==> config.mk <==
export PLATFORM = sky130hd
export DESIGN_NAME = intan_seq_ctrl_flat
export DESIGN_NICKNAME = d
export VERILOG_FILES = /design/src/rtl/intan_seq_ctrl_if.sv /design/src/rtl/intan_seq_ctrl.sv /design/src/flat_wrapper.sv
export SDC_FILE = /design/constraint.sdc
export NUM_CORES = 1
export LEC_CHECK = 0
export CELL_PAD_IN_SITES_DETAIL_PLACEMENT = 2
export CELL_PAD_IN_SITES_GLOBAL_PLACEMENT = 2
export CORE_MARGIN = 3
export CORE_UTILIZATION = 34
export DETAILED_ROUTE_END_ITERATION = 12
export PLACE_DENSITY = 0.9
export SLEW_MARGIN = 5
export SYNTH_ARGS = -nofsm -noshare
export SYNTH_HDL_FRONTEND = slang
export SYNTH_SLANG_ARGS = --single-unit
==> constraint.sdc <==
create_clock -name clk -period 2.9 [get_ports clk]
set_input_delay 0.87 -clock clk [delete_from_list [all_inputs] [get_ports clk]]
set_output_delay 0.87 -clock clk [all_outputs]
set_load 0.01 [all_outputs]
==> src/rtl/intan_seq_ctrl_if.sv <==
// -----------------------------------------------------------------------------
// intan_seq_ctrl_if
//
// Command/result handshake between the Intan command sequencer and the SPI
// master.
//
//   spi_req    sequencer -> SPI master   command request, held until spi_ack
//   spi_cmd    sequencer -> SPI master   command word, valid while spi_req=1
//   spi_ack    SPI master -> sequencer   one-cycle pulse: command finished
//   spi_rdata  SPI master -> sequencer   result word, valid with spi_ack
//
// master: the sequencer side.  slave: the SPI master side.
// -----------------------------------------------------------------------------
interface intan_seq_ctrl_if #(
  parameter int CMD_W = 16
);
  logic             spi_req;
  logic [CMD_W-1:0] spi_cmd;
  logic             spi_ack;
  logic [CMD_W-1:0] spi_rdata;

  modport master (
    output spi_req,
    output spi_cmd,
    input  spi_ack,
    input  spi_rdata
  );

  modport slave (
    input  spi_req,
    input  spi_cmd,
    output spi_ack,
    output spi_rdata
  );
endinterface

==> src/rtl/intan_seq_ctrl.sv <==
// -----------------------------------------------------------------------------
// intan_seq_ctrl
//
// Command sequencer between the Intan configuration block and the SPI master.
// On init_req it sends the register-setup list (up to four words) followed by
// two dummy reads. On start it runs one conversion frame: CONVERT(0..N-1)
// followed by two dummy reads. The chip returns each result two commands
// late, so in a conversion frame acks 2..N+1 carry the N samples; only those
// are written to the ADC receive FIFO.
//
// Ports
//   clk, rst_n   system clock, asynchronous active-low reset
//   init_req     one-cycle pulse: run the setup sequence
//   start        one-cycle pulse: run one conversion frame
//   cfg_cmd      four setup words, slot k = [16k+15:16k], slot 0 sent first
//   cfg_num      setup words in use (values above 4 count as 4)
//   data_cnt     channels per frame (values above 64 count as 64)
//   spi          command/result handshake to the SPI master (master modport)
//   fifo_wr      one-cycle write strobe to the ADC receive FIFO
//   fifo_wdata   sample word, valid with fifo_wr
//   busy         high whenever the sequencer is not idle
//   init_done    set when the setup sequence completes, cleared by reset
//   frame_done   one-cycle pulse at the end of a conversion frame
// -----------------------------------------------------------------------------
module intan_seq_ctrl #(
  parameter int CMD_W = 16
) (
  input  logic                 clk,
  input  logic                 rst_n,
  input  logic                 init_req,
  input  logic                 start,
  input  logic [4*CMD_W-1:0]   cfg_cmd,
  input  logic [2:0]           cfg_num,
  input  logic [7:0]           data_cnt,
  intan_seq_ctrl_if.master     spi,
  output logic                 fifo_wr,
  output logic [CMD_W-1:0]     fifo_wdata,
  output logic                 busy,
  output logic                 init_done,
  output logic                 frame_done
);

  typedef enum logic [1:0] {IDLE, ISSUE, GAP, DONE} state_t;
  typedef enum logic       {PH_INIT, PH_CONV}       phase_t;

  // READ register 40: harmless command used to clock out the last two results.
  localparam logic [CMD_W-1:0] DUMMY_CMD = CMD_W'(16'hE800);

  state_t              state;
  phase_t              phase;
  logic [6:0]          cmd_idx;   // commands acknowledged so far in this phase
  logic [6:0]          n_cmd;     // real (non-dummy) commands in this phase
  logic [4*CMD_W-1:0]  cfg_q;     // setup words frozen at phase start

  logic [6:0]          init_n;
  logic [6:0]          conv_n;
  logic [6:0]          total;
  phase_t              acc_phase;
  logic [6:0]          acc_n;

  assign init_n    = (cfg_num > 3'd4)   ? 7'd4  : {4'd0, cfg_num};
  assign conv_n    = (data_cnt > 8'd64) ? 7'd64 : data_cnt[6:0];
  assign total     = n_cmd + 7'd2;
  // init_req has priority when both pulses arrive together.
  assign acc_phase = init_req ? PH_INIT : PH_CONV;
  assign acc_n     = init_req ? init_n  : conv_n;

  // Command word for position idx of a phase with n real commands.
  function automatic logic [CMD_W-1:0] cmd_word(
    input phase_t             ph,
    input logic [6:0]         idx,
    input logic [6:0]         n,
    input logic [4*CMD_W-1:0] cfg
  );
    if (idx >= n)       return DUMMY_CMD;
    if (ph == PH_INIT)  return cfg[int'(idx[1:0])*CMD_W +: CMD_W];
    return CMD_W'({2'b00, idx[5:0], 8'h00});
  endfunction

  // Every output is a register. The next command word is therefore computed
  // on the edge that raises spi_req (leaving IDLE or GAP), so spi_cmd is
  // already valid in the first cycle of the request.
  // NOTE: all state here is updated with non-blocking assignments so every
  // register samples pre-edge values, independent of statement order.
  always_ff @(posedge clk or negedge rst_n) begin
    if (!rst_n) begin
      state       <= IDLE;
      phase       <= PH_INIT;
      cmd_idx     <= '0;
      n_cmd       <= '0;
      cfg_q       <= '0;
      spi.spi_req <= 1'b0;
      spi.spi_cmd <= '0;
      fifo_wr     <= 1'b0;
      fifo_wdata  <= '0;
      busy        <= 1'b0;
      init_done   <= 1'b0;
      frame_done  <= 1'b0;
    end else begin
      case (state)
        IDLE: begin
          if (init_req || start) begin
            phase       <= acc_phase;
            n_cmd       <= acc_n;
            cfg_q       <= cfg_cmd;
            cmd_idx     <= '0;
            spi.spi_req <= 1'b1;
            spi.spi_cmd <= cmd_word(acc_phase, 7'd0, acc_n, cfg_cmd);
            busy        <= 1'b1;
            state       <= ISSUE;
          end
        end

        ISSUE: begin
          // spi_req is high throughout ISSUE, so any ack seen here is valid.
          if (spi.spi_ack) begin
            spi.spi_req <= 1'b0;
            cmd_idx     <= cmd_idx + 7'd1;
            // Acks 0 and 1 return results of commands sent before this phase.
            if (phase == PH_CONV && cmd_idx >= 7'd2) begin
              fifo_wr    <= 1'b1;
              fifo_wdata <= spi.spi_rdata;
            end
            state <= GAP;
          end
        end

        GAP: begin
          fifo_wr <= 1'b0;
          if (cmd_idx == total) begin
            if (phase == PH_CONV) frame_done <= 1'b1;
            else                  init_done  <= 1'b1;
            state <= DONE;
          end else begin
            spi.spi_req <= 1'b1;
            spi.spi_cmd <= cmd_word(phase, cmd_idx, n_cmd, cfg_q);
            state       <= ISSUE;
          end
        end

        DONE: begin
          frame_done <= 1'b0;
          cmd_idx    <= '0;
          busy       <= 1'b0;
          state      <= IDLE;
        end

        default: state <= IDLE;
      endcase
    end
  end

endmodule

==> src/flat_wrapper.sv <==
// flat-port wrapper written by rule: the top's interface ports become plain ports
module intan_seq_ctrl_flat 
#(
  parameter int CMD_W = 16
)
  (clk, rst_n, init_req, start, cfg_cmd, cfg_num, data_cnt, fifo_wr, fifo_wdata, busy, init_done, frame_done, spi_spi_req, spi_spi_cmd, spi_spi_ack, spi_spi_rdata);
  intan_seq_ctrl_if #(.CMD_W(CMD_W)) spi_i ();
  input  logic clk;
  input  logic rst_n;
  input  logic init_req;
  input  logic start;
  input  logic [4*CMD_W-1:0] cfg_cmd;
  input  logic [2:0] cfg_num;
  input  logic [7:0] data_cnt;
  output logic fifo_wr;
  output logic [CMD_W-1:0] fifo_wdata;
  output logic busy;
  output logic init_done;
  output logic frame_done;
  output wire logic [$bits(spi_i.spi_req)-1:0] spi_spi_req;
  output wire logic [$bits(spi_i.spi_cmd)-1:0] spi_spi_cmd;
  input wire logic [$bits(spi_i.spi_ack)-1:0] spi_spi_ack;
  input wire logic [$bits(spi_i.spi_rdata)-1:0] spi_spi_rdata;
  assign spi_spi_req = spi_i.spi_req;
  assign spi_spi_cmd = spi_i.spi_cmd;
  assign spi_i.spi_ack = spi_spi_ack;
  assign spi_i.spi_rdata = spi_spi_rdata;
  intan_seq_ctrl #(.CMD_W(CMD_W)) u_core (.clk(clk), .rst_n(rst_n), .init_req(init_req), .start(start), .cfg_cmd(cfg_cmd), .cfg_num(cfg_num), .data_cnt(data_cnt), .spi(spi_i), .fifo_wr(fifo_wr), .fifo_wdata(fifo_wdata), .busy(busy), .init_done(init_done), .frame_done(frame_done));
endmodule
==> metrics.cfg <==
[placed_design]
dpl.hpwl_um=13940
place_congestion=0.7726
dpl_cell_area_sq_um=7303
port_buffers=132

[cts]
cts_buffers=17
h-tree-depth=4
cts_max_path_buffers=2
cts-root-buf=clkbuf_16
clock-sinks=118
cts_post_setup_buffers_inserted=0
cts_tree=done
insertion_delay_ps=430
clkTransAtPathRegs_ps=60

[floorplanning]
core_sq_um=16000
io_pins=133
die-area_sq_um=18090
die_h_um=134.5
dieWidth_um=134.5
initial_core_util_pct=35.08
row_count=46

[timing]
period_minus_slack_ps=2533
final_max_slew_viol_count=0
setup_viol=0
fin_setup_tns_ps=0
fin_skew_ps=18.52
min_period_over_period_pct=87.34
worst_pin_slew_ps=807.3
rsz0062_at_grt=false
hold_viol_final=0
relSlewSlack_pct=46.08
fmaxAchievable_mhz=394.8

[grt]
grt_max_degree=49
grt.total_usage_pct=24.16
antenna_found_initial=1
grt_overflow_total=0
grt_pass1_wl_um=32110
grt_pass1_vias=5105

[pwr]
sw_frac_of_total_pct=35.02
combPwrFrac_pct=42.2
power_w=0.008548
p_switching_w=0.002993
p_leak_nw=3.315
power.density_nw_per_um2=1089
p_int_w=0.005555
p_seq_share_pct=35.0
p_clk_share_pct=22.8
max-vdd-ir-drop_mv=0.4774

[final_layout]
final_area_sq_um=7846
layout_common_cells=clkdlybuf4s50_1 (131), dfrtp_1 (118), mux2_2 (86)
drive_above_1_share_pct=28.90
final_nets=667
area_growth_pct=39.79
final_common_cell=clkdlybuf4s50_1

[routing]
totalWireLength_um=21480
wl_per_cell_um=27.25
ant_nets=0
firstDrtPassIters=4
drc=0
drtIter0Drc=196
vias=4286
viasPerCell=5.439

[critical_path]
crit_required_ps=3260
r2r_slack_ps=370
critPathLaunchType=flop
critPathArrivalTime_ps=2900
path_class=reg -> reg
cp-end-kind=flop
crit_fanout=8

[yosys]
synth.yosys.seq_area_share_pct=52.61
synthesis.nets=519
synthCells=413
yosysUniqueCellTypes=50
yosysWarnings=0
ys_seq_elements=118
syn_area_per_cell_sq_um=13.59
synthesis.area_sq_um=5613

[run_status]
outcome=completed

[flow_run]
cap_violations=0

[min_path]
hp-class=in -> async

-- cells in the mapped netlist (all sizes together) --
master | n | area (sq um)
o21ai | 15 | 75.07
ha | 10 | 125.1
clkbuf | 10 | 37.54
a2111oi | 2 | 23.77
a211oi | 2 | 20.02
nand3b | 1 | 7.510
nor3b | 1 | 12.51
mux2i | 4 | 40.04
nand4 | 2 | 12.51
o21bai | 1 | 7.510
xor3 | 1 | 23.77
mux4 | 14 | 315.3
xnor2 | 3 | 26.28
o2111ai | 1 | 8.760
o31ai | 3 | 22.52
xor2 | 7 | 61.31
a32oi | 2 | 17.52
a22oi | 3 | 22.52
inv | 9 | 33.78
or4 | 1 | 7.510
nand3 | 4 | 20.02
o22ai | 3 | 18.77
mux2 | 100 | 1164
o22a | 2 | 17.52
and3 | 3 | 18.77
nand2b | 2 | 12.51
a21oi | 10 | 50.05
nor3 | 4 | 20.02
o311a | 1 | 10.01
dfrtp | 118 | 2953
buf | 13 | 72.57
nand2 | 20 | 75.07
a21o | 1 | 7.510
a22o | 15 | 131.4
nor4 | 1 | 6.260
or3 | 1 | 11.26
nor2b | 3 | 18.77
a31oi | 1 | 6.260
nor2 | 14 | 52.55
o211ai | 2 | 20.02
a221oi | 3 | 26.28
-- worst paths after layout --
check,startpoint,end,depth (start not counted)
worst max register to register,u_core.cmd_idx[2],u_core.spi.spi_cmd[6],6
worst max-delay path,u_core.cmd_idx[2],u_core.spi.spi_cmd[6],6
worst min-delay path,rst_n,u_core.cfg_q[36],1
max in group asynchronous,rst_n,u_core.fifo_wdata[13],2
worst min register to register,u_core.init_done,u_core.init_done,1
min in group clk,u_core.init_done,u_core.init_done,1
-- critical path, cell delays in order, from the launching register on --
cell and delay (ps):
dfrtp_1 600, ha_1 320, nor2_1 260, nor3_1 160
a211oi_2 700, a22o_1 280, mux2_4 150
-- cell families (layout without fill, tap and decap cells) --
family	after synthesis	in the layout	share of synthesized area, %
compound gates	67	67	8.650
xor+xnor	11	11	1.984
fa+ha+maj	10	10	2.229
buf+inv	32	190	2.564
flops	118	118	52.61
mux	118	118	27.06
other cells	0	1	0
simple gates	57	57	4.904
-- layout make-up --
type,count,area (sq um)
fill,1554,8154
clock inverter,4,20.02
sequential,118,2953
multi-input combinational,263,2532
tap,216,270.3
timing repair buffer,152,1519
clock buffer,25,515.5
antenna,1,2.502
inverter,9,33.78
-- registers in the layout (all words and copies together), names as in the netlist --
name                cells
u_core.init_done        1
u_core.busy             1
u_core.cfg_q           64
u_core.spi.spi_cmd     16
u_core.spi.spi_req      1
u_core.fifo_wr          1
u_core.phase            1
u_core.frame_done       1
u_core.fifo_wdata      16
u_core.cmd_idx          7
u_core.n_cmd            7
u_core.state            2
-- power groups by stage --
stage	Clock, W	Sequential, W	Combinational (W)
finish	0.00195	0.00299	0.00361
floorplan	0	0.00279	0.00211
global route	0.00206	0.00308	0.00382
CTS	0.00198	0.00298	0.00362
detailed placement	0	0.00294	0.00345
global placement	0	0.00284	0.00321
-- through the flow --
step	hold WS, ps	util, %	setup WS (ps)	cells
floorplan	456.3	-	505.2	413
global placement	466.1	45.64	259.9	758
global route	531.8	49.04	299.3	788
detailed placement	486.0	45.64	155.4	758
finish	482.7	49.04	367.1	788
CTS	503.1	49.02	445.2	787
-- routing by layer --
layer	GRT usage [%]	routed length, um	share of wire [%]
met1	26.73	7896	37
met2	43.77	11830	55
met3	5.551	905	4.2
met4	11.60	833	3.9
met5	0	12	0.056
-- repair_timing --
action                     in CTS  in global routing
setup endpoints to repair       1                  0
hold buffers                    0                  0
gates resized for setup         1                  0
Power figures use the tool's default switching activity.
